$ cat src/rtl/ifetch_queue.sv
// ifetch_queue: PC-driven instruction fetch with one in-flight BRAM read and a small {inst, pc} queue.
// Optional IFETCH_BYPASS_EN forwards the BRAM word straight to decode when the queue is empty.
// Revision: 1.0
`default_nettype none

module ifetch_queue #(
  parameter int IMEM_AW    = 15,
  parameter int FIFO_DEPTH = 2
) (
  input  logic               clk,
  input  logic               rst,
  input  logic [26:0]        pc,
  input  logic               redirect,
  output logic               pc_adv,
  output logic               imem_en,
  output logic [IMEM_AW-1:0] imem_addr,
  input  logic [31:0]        imem_rdata,
  output logic               id_valid,
  output logic [31:0]        id_inst,
  output logic [26:0]        id_pc,
  input  logic               id_ready
);

  localparam int PW = (FIFO_DEPTH > 1) ? $clog2(FIFO_DEPTH) : 1;
  localparam int CW = $clog2(FIFO_DEPTH + 1);
  localparam logic [CW:0] DEPTH_C = (CW+1)'(FIFO_DEPTH);

  logic [31:0]   inst_q [FIFO_DEPTH];
  logic [26:0]   pc_q   [FIFO_DEPTH];
  logic [PW-1:0] rd_ptr;
  logic [PW-1:0] wr_ptr;
  logic [CW-1:0] count;
  logic          f1_valid;
  logic [26:0]   f1_pc;

  logic [CW:0]   occ;
  logic          bypass;
  logic          deq;
  logic          issue;
  logic          push;
  logic          pop;

  always_comb begin
`ifdef IFETCH_BYPASS_EN
    bypass = (count == '0) && f1_valid;
`else
    bypass = 1'b0;
`endif
    id_valid = (count != '0) || bypass;
    id_inst  = bypass ? imem_rdata : inst_q[rd_ptr];
    id_pc    = bypass ? f1_pc      : pc_q[rd_ptr];
    deq      = id_valid && id_ready;
    // A bypassed word that decode takes never enters the queue.
    push     = f1_valid && !(bypass && id_ready);
    pop      = deq && !bypass;
    // Credit check: queued plus in-flight words must fit, counting a same-cycle pop.
    occ      = {1'b0, count} + {{CW{1'b0}}, f1_valid};
    issue    = !rst && !redirect && ((occ < DEPTH_C) || ((occ == DEPTH_C) && deq));
    imem_en  = issue;
    pc_adv   = issue || (redirect && !rst);
  end

  assign imem_addr = pc[IMEM_AW+1:2];

  always_ff @(posedge clk) begin
    if (rst) begin
      count    <= '0;
      f1_valid <= 1'b0;
      f1_pc    <= '0;
      rd_ptr   <= '0;
      wr_ptr   <= '0;
    end else if (redirect) begin
      count    <= '0;
      f1_valid <= 1'b0;
      f1_pc    <= pc;
      rd_ptr   <= '0;
      wr_ptr   <= '0;
    end else begin
      f1_valid <= issue;
      f1_pc    <= pc;
      wr_ptr   <= wr_ptr + PW'(push);
      rd_ptr   <= rd_ptr + PW'(pop);
      count    <= count + CW'(push) - CW'(pop);
    end
  end

  always_ff @(posedge clk) begin
    if (rst) begin
      for (int i = 0; i < FIFO_DEPTH; i++) begin
        inst_q[i] <= '0;
        pc_q[i]   <= '0;
      end
    end else if (push && !redirect) begin
      inst_q[wr_ptr] <= imem_rdata;
      pc_q[wr_ptr]   <= f1_pc;
    end
  end

endmodule

`default_nettype wire

$ cat config.mk
export PLATFORM = sky130hd
export DESIGN_NAME = ifetch_queue
export DESIGN_NICKNAME = d
export VERILOG_FILES = /design/src/rtl/ifetch_queue.sv
export SDC_FILE = /design/constraint.sdc
export NUM_CORES = 1
export LEC_CHECK = 0
export ABC_AREA = 1
export CAP_MARGIN = 20
export CORE_ASPECT_RATIO = 0.75
export CORE_MARGIN = 2
export CORE_UTILIZATION = 30
export CTS_CLUSTER_DIAMETER = 150
export DETAILED_ROUTE_END_ITERATION = 8
export HOLD_SLACK_MARGIN = 0.08
export MAX_ROUTING_LAYER = met4
export PLACE_DENSITY = 0.6
export SYNTH_ARGS = -nofsm -noshare
export SYNTH_HDL_FRONTEND = slang
export SYNTH_SLANG_ARGS = --single-unit
$ cat constraint.sdc
create_clock -name clk -period 5.93 [get_ports clk]
set_clock_uncertainty 0.2 [all_clocks]
set_input_delay 1.186 -clock clk [delete_from_list [all_inputs] [get_ports clk]]
set_output_delay 1.186 -clock clk [all_outputs]
set_load 0.02 [all_outputs]
Yosys cells after proc, flatten, opt, wreduce, memory -nomap -nowiden
Memory sizes are Yosys's and may differ from the RTL's. A register that Yosys moved wholly into a read port is not among the register bits.
Cells that the tools add are included.
{"block": "word_totals", "ff_bits": 32, "latchBits": 0, "ram_bits": 118, "romBits": 0, "inputBits": 63, "output_inout_bits": 77, "word_cells": 41, "memories": 2}
{"name": "inst_q", "depth": 2, "width": 32, "rd": 1, "rd_clocked_by_memory_dff": 1, "wr": 2, "line_no": "28", "text": "logic [31:0] inst_q [FIFO_DEPTH];"}
{"name": "pc_q", "depth": 2, "width": 27, "rd": 1, "rd_clocked_by_memory_dff": 1, "wr": 2, "line_no": "29", "text": "logic [26:0] pc_q [FIFO_DEPTH];"}
{"block": "op_classes", "add_sub_neg": 5, "mul": 0, "div_mod_pow": 0, "magnitude_cmp": 1, "n_eq_ne": 1, "shift": 0, "muxes": 13, "bitwise_logic": 0, "reduce_logical": 14}
{"op": "$mux 32", "n": 1}
{"op": "$reduce_or 32->1", "n": 1}
{"op": "$mux 27", "n": 1}
{"op": "$reduce_or 27->1", "n": 1}
{"op": "$mux 1", "n": 11}
{"op": "$logic_and 1x1->1", "n": 6}
{"op": "$add 2x1->3", "n": 1}
{"op": "$eq 3x2->1 const B", "n": 1}
{"op": "$lt 3x2->1 const B", "n": 1}
{"op": "$add 1x1->1", "n": 2}
{"op": "$add 2x1->2", "n": 1}
{"op": "$logic_not 1->1", "n": 2}
{"op": "$logic_or 1x1->1", "n": 2}
{"op": "$reduce_bool 2->1", "n": 1}
{"op": "$reduce_or 2->1", "n": 1}
{"op": "$sub 2x1->2", "n": 1}

Logic depth before layout (Yosys ltp)
Gate-level depths: netlist (run 1).
{"block": "logic_depth", "depth_word": 7, "depth_mapped": 9, "depth_no_buf": 9}

Worst setup path after synthesis (run 1)
Ideal clock, no wire load.
{"block": "synth_path", "kind": "input-to-reg", "start": "input redirect", "end": "memory inst_q[1][0], enable pin", "setup_time_ps": 418, "arrival_ps": 2944, "t_required_ps": 5312, "slack_ps": 2367, "path_stages": 4, "path_buffers": 1, "path_cell_list": "nor2_4 nand3_4 buf_6 nand2_1"}
{"item": "start: declaration", "line_no": "13", "text": "input logic redirect,"}
{"item": "end: declaration", "line_no": "28"}

Worst setup path in the final report (run 1)
{"block": "layout_path", "start": "input rst", "end": "output pc_adv"}
{"block": "layout_between", "elab_chain_cells": 4, "elab_cells_between_ends": 5, "cone_classes": "reduce/logical: 5"}
{"item": "start: declaration", "line_no": "11", "text": "input logic rst,"}
{"item": "$logic_not 1->1 (*)", "line_no": "58, 60"}
{"item": "$logic_and 1x1->1 (2 in series)", "line_no": "58", "text": "issue = !rst && !redirect && ((occ < DEPTH_C) || ((occ == DEPTH_C) && deq));"}
{"item": "$logic_or 1x1->1 (*)", "line_no": "60", "text": "pc_adv = issue || (redirect && !rst);"}
{"item": "end: declaration", "line_no": "14", "text": "output logic pc_adv,"}
Mark *: on every way between the ends. The rest lies on a longest branch, timed or not.

==> flow_metrics.env, run 1 <==
export IMPL_status="finished, final reports clean"
export IMPL_wl_met2_um=5720
export IMPL_worstPathArrival_ns=2.87
export IMPL_drt_pass1_iterations=4
export IMPL_setup_tns_ns=0
export IMPL_via_count=4213
export IMPL_antenna_found_initial=0
export IMPL_drive_gt1_share_pct=5.63
export IMPL_tightest_slew_ns=0.878
export IMPL_drc=0
export IMPL_mostFrequentLayoutCell="nand2_1"
export IMPL_setup_viol=0
export IMPL_drv_slew=0
export IMPL_first_iter_violations=220
export IMPL_initial_utilization_pct=30.9
export IMPL_fillers=2009
export IMPL_cts_buffers=17
export IMPL_ys_ff_latch=150
export IMPL_p_leak_nw=3.65
export IMPL_nNetsFinal=836
export IMPL_yosysTopAreaCell="edfxtp_1"
export IMPL_whs_ns=0.339
export IMPL_report_final_hold_viol_count=0
export IMPL_multi_input_area_mm2=0.00144
export IMPL_cts_resized_gates=0
export IMPL_grt_pass1_wl_um=21000
export IMPL_die_y_um=130
export IMPL_post_route_min_period_ns=4.25
export IMPL_startpoint="rst"
export IMPL_syn_area_per_cell_um2=9.72
export IMPL_ys_top_cells_by_area="edfxtp_1 56%, nand2_1 11%, dfxtp_1 10%"
export IMPL_cp_start_kind="primary input"
export IMPL_root_buffer="clkbuf_16"
export IMPL_grt_pass1_vias=4149
export IMPL_wl_met1_um=6380
export IMPL_maxCapViolCount=0
export IMPL_cts_setup_buffers=0
export IMPL_syn_nets=717
export IMPL_wl_per_cell_um=12.4
export IMPL_cts_buffer_depth=2
export IMPL_highest_layer="met4"
export IMPL_required_ns=4.54
export IMPL_syn_area_mm2=0.00631
export IMPL_final_cell_mix="188 x nand2_1, 146 x nor2_1, 139 x clkdlybuf4s50_1"
export IMPL_synth_top_area_share_pct=56.2
export IMPL_crit_fanout=29
export IMPL_ys_seq_area_share_pct=66.3
export IMPL_end_kind="primary output"
export IMPL_irDropWorstVdd_v=0.000127
export IMPL_hold_path_class="flip-flop to flip-flop"
export IMPL_postRouteAntennaNets=0
export IMPL_post_route_period_util_pct=71.7
export IMPL_overflow=0
export IMPL_syn_to_final_growth_pct=32.6
export IMPL_power_density_mw_per_mm2=295
export IMPL_rr_worst_depth=4
export IMPL_relSlewSlack_pct=41.4
export IMPL_place_ws_ns=1.66
export IMPL_gp_congestion=0.706
export IMPL_dieArea_mm2=0.0222
export IMPL_rsz0062_at_grt="false"
export IMPL_clkLatencyLatePin_ns=0.41
export IMPL_synthCells=649
export IMPL_antennaDiodeCount=0
export IMPL_rrSetupSlack_ns=3.43
export IMPL_dpl_cell_area_mm2=0.00777
export IMPL_synth_cell_types=19
export IMPL_io_buffers=139
export IMPL_r2r_end="pc_q[0][2]"
export IMPL_wl_um=13200
export IMPL_hpwl_um=7710
export IMPL_fin_area_mm2=0.00837
export IMPL_coreArea_mm2=0.0204
export IMPL_timing_fmax_mhz=235
export IMPL_path_class="primary input to primary output"
export IMPL_register_area_mm2=0.00419
export IMPL_die_w_um=171
export IMPL_ctsHoldBuffers=0
export IMPL_rr_startpoint="f1_valid"
export IMPL_viasPerCell=3.96
export IMPL_yosysWarnings=0
export IMPL_tritoncts="yes"
export IMPL_clk_pin_slew_worst_paths_ns=0.06
export IMPL_num_rows=45
export IMPL_ios=140
export IMPL_grt_usage_pct=12.9
export IMPL_htreeDepth=4
export IMPL_cts_sinks=150
export IMPL_wl_met3_um=949
export IMPL_crit_end="pc_adv"
export IMPL_grt_max_degree=62
export IMPL_fin_ws_ns=1.68
==> cell usage after synthesis, drive strengths merged <==
| cell type | n |
|---|---|
| a21oi | 1 |
| buf | 38 |
| clkbuf | 5 |
| dfxtp | 32 |
| edfxtp | 118 |
| ha | 5 |
| inv | 102 |
| nand2 | 191 |
| nand3 | 3 |
| nor2 | 152 |
| nor3 | 1 |
| o21ai | 1 |
==> power by group <==
part | switching, mW | total, mW | internal (mW)
registers | 0.0121 | 1.19 | 1.18
logic | 0.126 | 0.230 | 0.104
clock network | 0.411 | 1.04 | 0.634
==> sequential cells by signal (all words and copies together), names as in the netlist <==
signal    flops
inst_q       64
pc_q         54
f1_pc        27
count         2
f1_valid      1
rd_ptr        1
wr_ptr        1
==> worst min-delay path by stage <==
stage | slack (ns) | from | cells after the start | to
2_1_floorplan | 0.30 | wr_ptr | 2 | wr_ptr
3_3_place_gp | 0.32 | wr_ptr | 2 | wr_ptr
4_1_cts | 0.34 | wr_ptr | 2 | wr_ptr
3_5_place_dp | 0.32 | wr_ptr | 2 | wr_ptr
5_1_grt | 0.36 | wr_ptr | 2 | wr_ptr
6_report | 0.34 | wr_ptr | 2 | wr_ptr
==> critical path, cell delays in order <==
cell and delay, ns:
clkdlybuf4s50_1 0.41, buf_4 0.24, nor2_4 0.23, nand2_1 0.12
nand2_1 0.07, clkdlybuf4s50_1 0.60
==> metrics by stage <==
stage	power (mW)	instances	util, %
2_1_floorplan	1.33	649	-
3_3_place_gp	1.44	1030	38.0
3_5_place_dp	1.45	1030	38.0
4_1_cts	2.50	1062	40.8
5_1_grt	2.56	1063	40.9
6_report	2.47	1063	40.9
==> layout make-up <==
cell class | instances | share of cell area [%]
clock inverter | 10 | 1.47
timing repair buffer | 143 | 17.1
tap | 282 | 4.22
multi-input combinational | 354 | 17.2
sequential | 150 | 50.0
inverter | 102 | 4.58
clock buffer | 22 | 5.43
==> logic make-up after synthesis <==
group	synth area share [%]
and+or+nand+nor	21.4
buffers and inverters	11.2
DFF	66.3
adders and majority gates	0.992
AOI/OAI and AO/OA	0.159
==> layer usage <==
| metal | up-vias | GRT usage, % |
|---|---|---|
| li1 | 2191 | - |
| met1 | 1880 | 16.4 |
| met2 | 128 | 19.5 |
| met3 | 14 | 4.25 |
| met4 | 0 | 3.89 |
| met5 | - | - |
(Power assumes the default switching activity.)
==> run 2: changes to the inputs <==
--- a/config.mk
+++ b/config.mk
@@ -14,7 +14,7 @@
 export DETAILED_ROUTE_END_ITERATION = 8
 export HOLD_SLACK_MARGIN = 0.08
 export MAX_ROUTING_LAYER = met4
-export PLACE_DENSITY = 0.6
+export PLACE_DENSITY = 0.62
 export SYNTH_ARGS = -nofsm -noshare
 export SYNTH_HDL_FRONTEND = slang
 export SYNTH_SLANG_ARGS = --single-unit
==> constraint.sdc (replaced) <==
create_clock -name clk -period 3.9 [get_ports clk]
set_clock_uncertainty 0.2 [all_clocks]
set_input_delay 0.78 -clock clk [delete_from_list [all_inputs] [get_ports clk]]
set_output_delay 0.78 -clock clk [all_outputs]
set_load 0.02 [all_outputs]
==> run 2 against run 1 <==
  * Global-route usage rose by 0.21 points
  * Via count rose by 0.31%
  * Routed wire length rose by 1.8%
  * Sequential share of layout area rose by 0.16 points
  * Combinational power rose by 52%
  * Hold slack got worse by 0.0068 ns
  * Count of clock-buffer cells in the layout fell by 3
  * Cell area fell by 0.31%
  * Non-clock buffer count rose by 1
  * Setup slack got worse by 1.1 ns
  * Die area did not move
  * Critical path type is now flip-flop to primary output
  * Critical endpoint unchanged
  * Largest power group unchanged
==> flow_metrics.env, run 2 (same netlist as run 1, synthesis figures left out) <==
export IMPL_overflow=0
export IMPL_multi_input_area_mm2=0.00144
export IMPL_top_register="inst_q"
export IMPL_htreeDepth=4
export IMPL_grt_pass1_wl_um=21200
export IMPL_antenna_found_initial=0
export IMPL_coreArea_mm2=0.0204
export IMPL_relSlewSlack_pct=41.4
export IMPL_path_class="flip-flop to primary output"
export IMPL_root_buffer="clkbuf_16"
export IMPL_die_w_um=171
export IMPL_via_count=4226
export IMPL_drive_gt1_share_pct=6.39
export IMPL_reg_top3="inst_q: 64 flops, pc_q: 54 flops, f1_pc: 27 flops"
export IMPL_required_ns=2.92
export IMPL_status="finished, final reports clean"
export IMPL_final_cell_mix="188 x nand2_1, 146 x nor2_1, 139 x clkdlybuf4s50_1"
export IMPL_dieArea_mm2=0.0222
export IMPL_worstPathArrival_ns=2.37
export IMPL_ctsHoldBuffers=0
export IMPL_grt_pass1_vias=4089
export IMPL_cts_resized_gates=0
export IMPL_drc=0
export IMPL_rsz0062_at_grt="false"
export IMPL_hold_path_class="flip-flop to flip-flop"
export IMPL_post_route_period_util_pct=85.8
export IMPL_stdcell_count=1064
export IMPL_cts_buffer_depth=2
export IMPL_post_route_min_period_ns=3.35
export IMPL_dp_cells=1032
export IMPL_first_iter_violations=263
export IMPL_grt_usage_pct=13.1
export IMPL_num_rows=45
export IMPL_viasPerCell=3.97
export IMPL_mostFrequentLayoutCell="nand2_1"
export IMPL_p_leak_nw=3.66
export IMPL_rrSetupSlack_ns=1.98
export IMPL_dpl_cell_area_mm2=0.00780
export IMPL_clkLatencyLatePin_ns=0.42
export IMPL_grt_max_degree=61
export IMPL_tritoncts="yes"
export IMPL_gp_congestion=0.723
export IMPL_cts_setup_buffers=0
export IMPL_irDropWorstVdd_v=0.000177
export IMPL_largest_reg_flops=64
export IMPL_setup_tns_ns=0
export IMPL_timing_fmax_mhz=299
export IMPL_end_kind="primary output"
export IMPL_fillers=2016
export IMPL_ios=140
export IMPL_cp_start_kind="flip-flop"
export IMPL_maxCapViolCount=0
export IMPL_clk_pin_slew_worst_paths_ns=0.06
export IMPL_io_buffers=139
export IMPL_cts_sinks=150
export IMPL_fin_area_mm2=0.00834
export IMPL_antennaDiodeCount=0
export IMPL_postRouteAntennaNets=0
export IMPL_wl_um=13400
export IMPL_syn_to_final_growth_pct=32.2
export IMPL_wl_per_cell_um=12.6
export IMPL_power_density_mw_per_mm2=441
export IMPL_tightest_slew_ns=0.879
export IMPL_report_final_hold_viol_count=0
export IMPL_initial_utilization_pct=30.9
export IMPL_cts_buffers=17
export IMPL_nNetsFinal=837
export IMPL_crit_fanout=3
export IMPL_die_y_um=130
export IMPL_hpwl_um=8030
export IMPL_drt_pass1_iterations=4
export IMPL_drv_slew=0
export IMPL_setup_viol=0
export IMPL_register_area_mm2=0.00419
-- run 2: worst paths after layout --
path         startpoint            end  cells after the start
max            f1_valid         pc_adv                     10
min              wr_ptr         wr_ptr                      2
max reg2reg    f1_valid  inst_q[0][21]                      4
min reg2reg      wr_ptr         wr_ptr                      2
-- run 2: metal layers --
metal  global-route usage (%)  vias up  share of wire (%)
li1                         -     2189                  -
met1                     16.2     1879                 47
met2                     20.2      143                 44
met3                     4.61       15                8.0
met4                     4.14        0                1.3
met5                        -        -                  0
-- run 2: where the power goes --
part	internal (mW)	switching, mW
Clock	0.853	0.662
Combinational	0.159	0.191
Sequential	1.79	0.0183
-- run 2: critical path: stages (launching register included) --
cell and delay [ns]:
dfxtp_1 0.43, ha_1 0.21, inv_1 0.05, ha_1 0.26
nand2_1 0.05, nor2_1 0.10, nand2_1 0.06, nand2_1 0.05
nand2_1 0.08, nand2_1 0.07, clkdlybuf4s50_1 0.59
-- run 2: cell type report --
type                    instances  area share [%]
flip-flops and latches        150            50.2
repair buffers                144            17.3
well taps                     282            4.23
clock buffers                  19            5.43
clock inverters                13            1.08
inverters                     102            4.59
multi-input cells             354            17.2
-- run 2: per-stage QoR --
| step | util [%] | setup slack (ns) | hold slack [ns] | total power [mW] |
|---|---|---|---|---|
| after floorplan | - | 0.743 | 0.300 | 2.02 |
| after global placement | 38.2 | 0.610 | 0.324 | 2.20 |
| after detailed placement | 38.2 | 0.602 | 0.326 | 2.20 |
| after CTS | 40.8 | 0.513 | 0.341 | 3.73 |
| after global routing | 40.8 | 0.339 | 0.353 | 3.83 |
| final | 40.8 | 0.553 | 0.333 | 3.68 |
==> patch 1: new RTL, config.mk and constraints of run 1 <==
The option `IFETCH_BYPASS_EN` is turned on by a define.
--- a/src/rtl/ifetch_queue.sv
+++ b/src/rtl/ifetch_queue.sv
@@ -3,4 +3,6 @@
 // Revision: 1.0
 `default_nettype none
+
+`define IFETCH_BYPASS_EN
 
 module ifetch_queue #(
Behaviour: not the same (a bounded check fails within 4 cycles, from zero or initial values and one cycle with rst high).
==> patch 1 against run 1 <==
- combinational power up 41%
- sequential cell count stayed put
- routed wire length grew 18%
- non-clock buffer count is 2 higher
- synthesized cell count rose by 12%
- global-route usage up 1.0 points
- worst setup slack got worse by 0.11 ns
- synthesized area grew 6.7%
- cell area rose by 5.2%
- maximum frequency down 2.4%
- die area rose by 6.5%
- first-iteration DRC count increased by 64%
- total power grew 5.9%
- highest routed layer unchanged
==> patch 1: results (changes against run 1) <==
| Item | Reported | Delta |
|---|---|---|
| Run status | completed |  |
| Leakage | 3.609 nW | -1.1% |
| Worst Tran Pin Value | 0.9014 ns | +0.02300 ns |
| Worst-path maximum fanout | 85 | +190% |
| Global Route met3 Usage | 3.425% | -0.82 points |
| Post-placement cell area | 8202 µm² | +5.6% |
| Critical register-to-register path endpoint | inst_q[1][18] |  |
| Via count of the first global-routing pass | 4753 | +15% |
| Detailed-route wire length per cell | 13.63 µm | +9.7% |
| Global-route met2 utilization | 21.66% | +2.1 points |
| Total routing resource utilization after global routing | 13.94% | +1.0 points |
| Global-route track usage on met1 | 18.25% | +1.8 points |
| Register-to-register path setup slack | 3.82 ns | +0.39 ns |
| Switching share of total power | 23.72% | +1.5 points |
| HPWL after detailed placement | 9095 µm | +18% |
| Share of post-route cells with drive strength above 1 | 5.412% | -0.22 points |
| Sequential element share of the synthesized area | 62.16% | -4.2 points |
| Total wire length after detailed routing | 15590 µm | +18% |
| Share of total power in sequential cells | 45.6% | -2.7 points |
| Adder-Cell Fraction of Synth Area | 0.7435% | -0.25 points |
| First-pass GRT wire length | 24780 µm | +18% |
| Sum of routed wire segments on met1 | 7585 µm | +19% |
| Worst path max stage delay | 0.67 ns | +0.07 ns |
| Number of fill cells | 2181 | +8.6% |
| Synth Net Count | 796 | +11% |
## patch 1: worst max-delay path by stage
stage	startpoint	to	slack [ns]	depth (start not counted)
floorplan	redirect	inst_q[0][0]	2.25	6
global placement	rst	pc_adv	1.67	6
detailed placement	rst	pc_adv	1.67	6
CTS	count[0]	id_inst[14]	1.48	6
global route	count[0]	id_inst[14]	1.34	6
finish	count[0]	id_inst[14]	1.57	6
## patch 1: layout make-up
cell class / instances / area, µm² / area share (%)
Clock inverter: 10 / 118.9 / 1.350
Tap cell: 294 / 367.9 / 4.177
Timing Repair Buffer: 145 / 1436 / 16.31
Sequential cell: 150 / 4185 / 47.53
Multi-Input combinational cell: 421 / 1829 / 20.77
Inverter: 102 / 382.9 / 4.348
Clock buffer: 22 / 485.5 / 5.513
## patch 1: worst reg2reg max path: cells and delay by family, from the launching register on
kind	cells	cell delay (ns)
and+or+nand+nor	4	1.08
DFF	1	0.42
==> patch 2: new RTL, config.mk and constraints of run 1 <==
Without the edit above. Reset style: asynchronous (`rst`), changed in 2 clocked blocks.
--- a/src/rtl/ifetch_queue.sv
+++ b/src/rtl/ifetch_queue.sv
@@ -63,5 +63,5 @@
   assign imem_addr = pc[IMEM_AW+1:2];
 
-  always_ff @(posedge clk) begin
+  always_ff @(posedge clk or posedge rst) begin
     if (rst) begin
       count    <= '0;
@@ -85,5 +85,5 @@
   end
 
-  always_ff @(posedge clk) begin
+  always_ff @(posedge clk or posedge rst) begin
     if (rst) begin
       for (int i = 0; i < FIFO_DEPTH; i++) begin
Behaviour: differs if rst is asserted again (counterexample within 4 cycles, from zero or initial values and one cycle with rst high); with rst held inactive, the same outputs for 10 cycles.
==> patch 2 against run 1 <==
- cell area is 1.3% lower
- global-route usage is 0.67 points higher
- via count is 12% higher
- sequential share of layout area is 4.6 points lower
- sequential cell count stayed put
- worst setup slack better by 0.11 ns
- critical path type unchanged
- highest routed layer unchanged
- count of clock-buffer cells in the layout is 1 lower
- routed wire length is 4.3% higher
- synthesized cell count is 11% higher
- non-clock buffer count is 2 higher
- synthesized area is 1.2% lower
Power is not compared: it rests on default switching activity, and its combinational part moved more than twofold at a synthesized area within 25%.
==> patch 2: results (changes against run 1) <==
| Item | Reported | Delta |
|---|---|---|
| Run status | completed |  |
| Synth Net Count | 787 | +9.8% |
| Largest net degree at the start of global routing | 119 | +92% |
| Non-clock inverter count in the final layout | 74 | -27% |
| Total wire length after detailed routing | 13770 µm | +4.3% |
| First-pass GRT wire length | 22680 µm | +8.2% |
| Worst Tran Pin Value | 1.051 ns | +0.1725 ns |
| FF-to-FF path depth | 6 | +2 |
| Non-clock buffers | 145 | +1.4% |
| Routability Congestion | 0.6932 | -1.8% |
| Top cells by instance count after synthesis | 306 x sky130_fd_sc_hd__nand2_1, 150 x sky130_fd_sc_hd__dfrtp_1, 94 x sky130_fd_sc_hd__o21ai_0 |  |
| Clock network share of area | 6.665% | -0.23 points |
| Layout clock buffers | 21 | -4.5% |
| Dominant cells by area after synthesis | sky130_fd_sc_hd__dfrtp_1 60%, sky130_fd_sc_hd__nand2_1 18%, sky130_fd_sc_hd__o21ai_0 7.6% |  |
| Register-to-register path setup slack | 3.78 ns | +0.35 ns |
| Number of sequential cells | 150 | unchanged |
| Predominant post-synthesis flop cell | sky130_fd_sc_hd__dfrtp_1 |  |
| Mean instance size in the synthesized netlist | 8.664 µm² | -11% |
| Area used by sequential logic in the layout | 3755 µm² | -10% |
| Detailed-route wire length per cell | 12.23 µm | -1.5% |
| Ratio of routed vias to standard cells | 4.183 | +5.5% |
| Worst-path maximum fanout | 4 | -86% |
| Net count of the finished layout | 899 | +7.5% |
| Count of unique library cells instantiated by Yosys | 18 | -1 |
| Via count of the first global-routing pass | 4554 | +9.8% |
| Placed cell count | 1094 | +6.2% |
| Violation count after the first detailed-routing iteration | 404 | +84% |
| Sequential element share of the synthesized area | 60.25% | -6.1 points |
| Async S/R FF share, synth | 100.0% | +100 points |
| Hold Worst Slack | 0.2815 ns | -0.05791 ns |
| Worst flop-to-flop path startpoint | f1_valid |  |
| Comb_multi_in | 443 | +25% |
| Critical register-to-register path endpoint | pc_q[8] |  |
| HPWL after detailed placement | 8435 µm | +9.5% |
| Non-clock buffer area fraction after layout | 17.39% | +0.25 points |
==> patch 2: cell count changes after synthesis, sizes merged, moves of 3 or more <==
cell / change
dfxtp: -32
inv: -28
o21ai: +117
edfxtp: -118
clkbuf: +14
buf: -5
nand2: +116
nor2: -142
dfrtp: +150
nand3: -3
==> patch 2: cell families (layout without fill, tap and decap cells) <==
| group | count (synthesis) | after routing | share of synthesized area, % |
|---|---|---|---|
| buffers and inverters | 126 | 251 | 9.500 |
| xor gates and xnor gates | 1 | 1 | 0.1406 |
| AOI/OAI and AO/OA | 118 | 118 | 9.480 |
| and+or+nand+nor | 319 | 319 | 19.62 |
| adders and majority gates | 5 | 5 | 1.004 |
| DFF | 150 | 150 | 60.25 |
==> patch 2: worst max path at each step <==
stage | to | from | slack (ns)
final | pc_adv | id_ready | 1.79
after floorplan | pc_adv | rst | 0.89
after CTS | pc_adv | rst | 1.77
after global routing | pc_adv | id_ready | 1.65
after global placement | pc_adv | rst | 1.78
after detailed placement | pc_adv | rst | 1.76
==> patch 2: metrics by stage <==
| stage | worst slack [ns] | area (µm²) |
|---|---|---|
| finish | 1.788 | 8260 |
| detailed placement | 1.763 | 7710 |
| global route | 1.652 | 8260 |
| CTS | 1.768 | 8260 |
| floorplan | 0.8891 | 6233 |
| global placement | 1.782 | 7710 |
==> patch 2: routing by layer <==
| layer | global-route usage (%) | vias to the layer above | routed length (µm) |
|---|---|---|---|
| met2 | 18.94 | 137 | 5569 |
| li1 | - | 2401 | - |
| met4 | 3.922 | 0 | 145 |
| met5 | - | - | 0 |
| met1 | 18.88 | 2162 | 7186 |
| met3 | 4.183 | 10 | 873 |
==> patch 2: report_power, final <==
part           switching [W]  internal (W)  total (W)
sequential          0.000202       0.00142    0.00162
combinational       0.000948      0.000756    0.00170
clock               0.000423      0.000589    0.00101
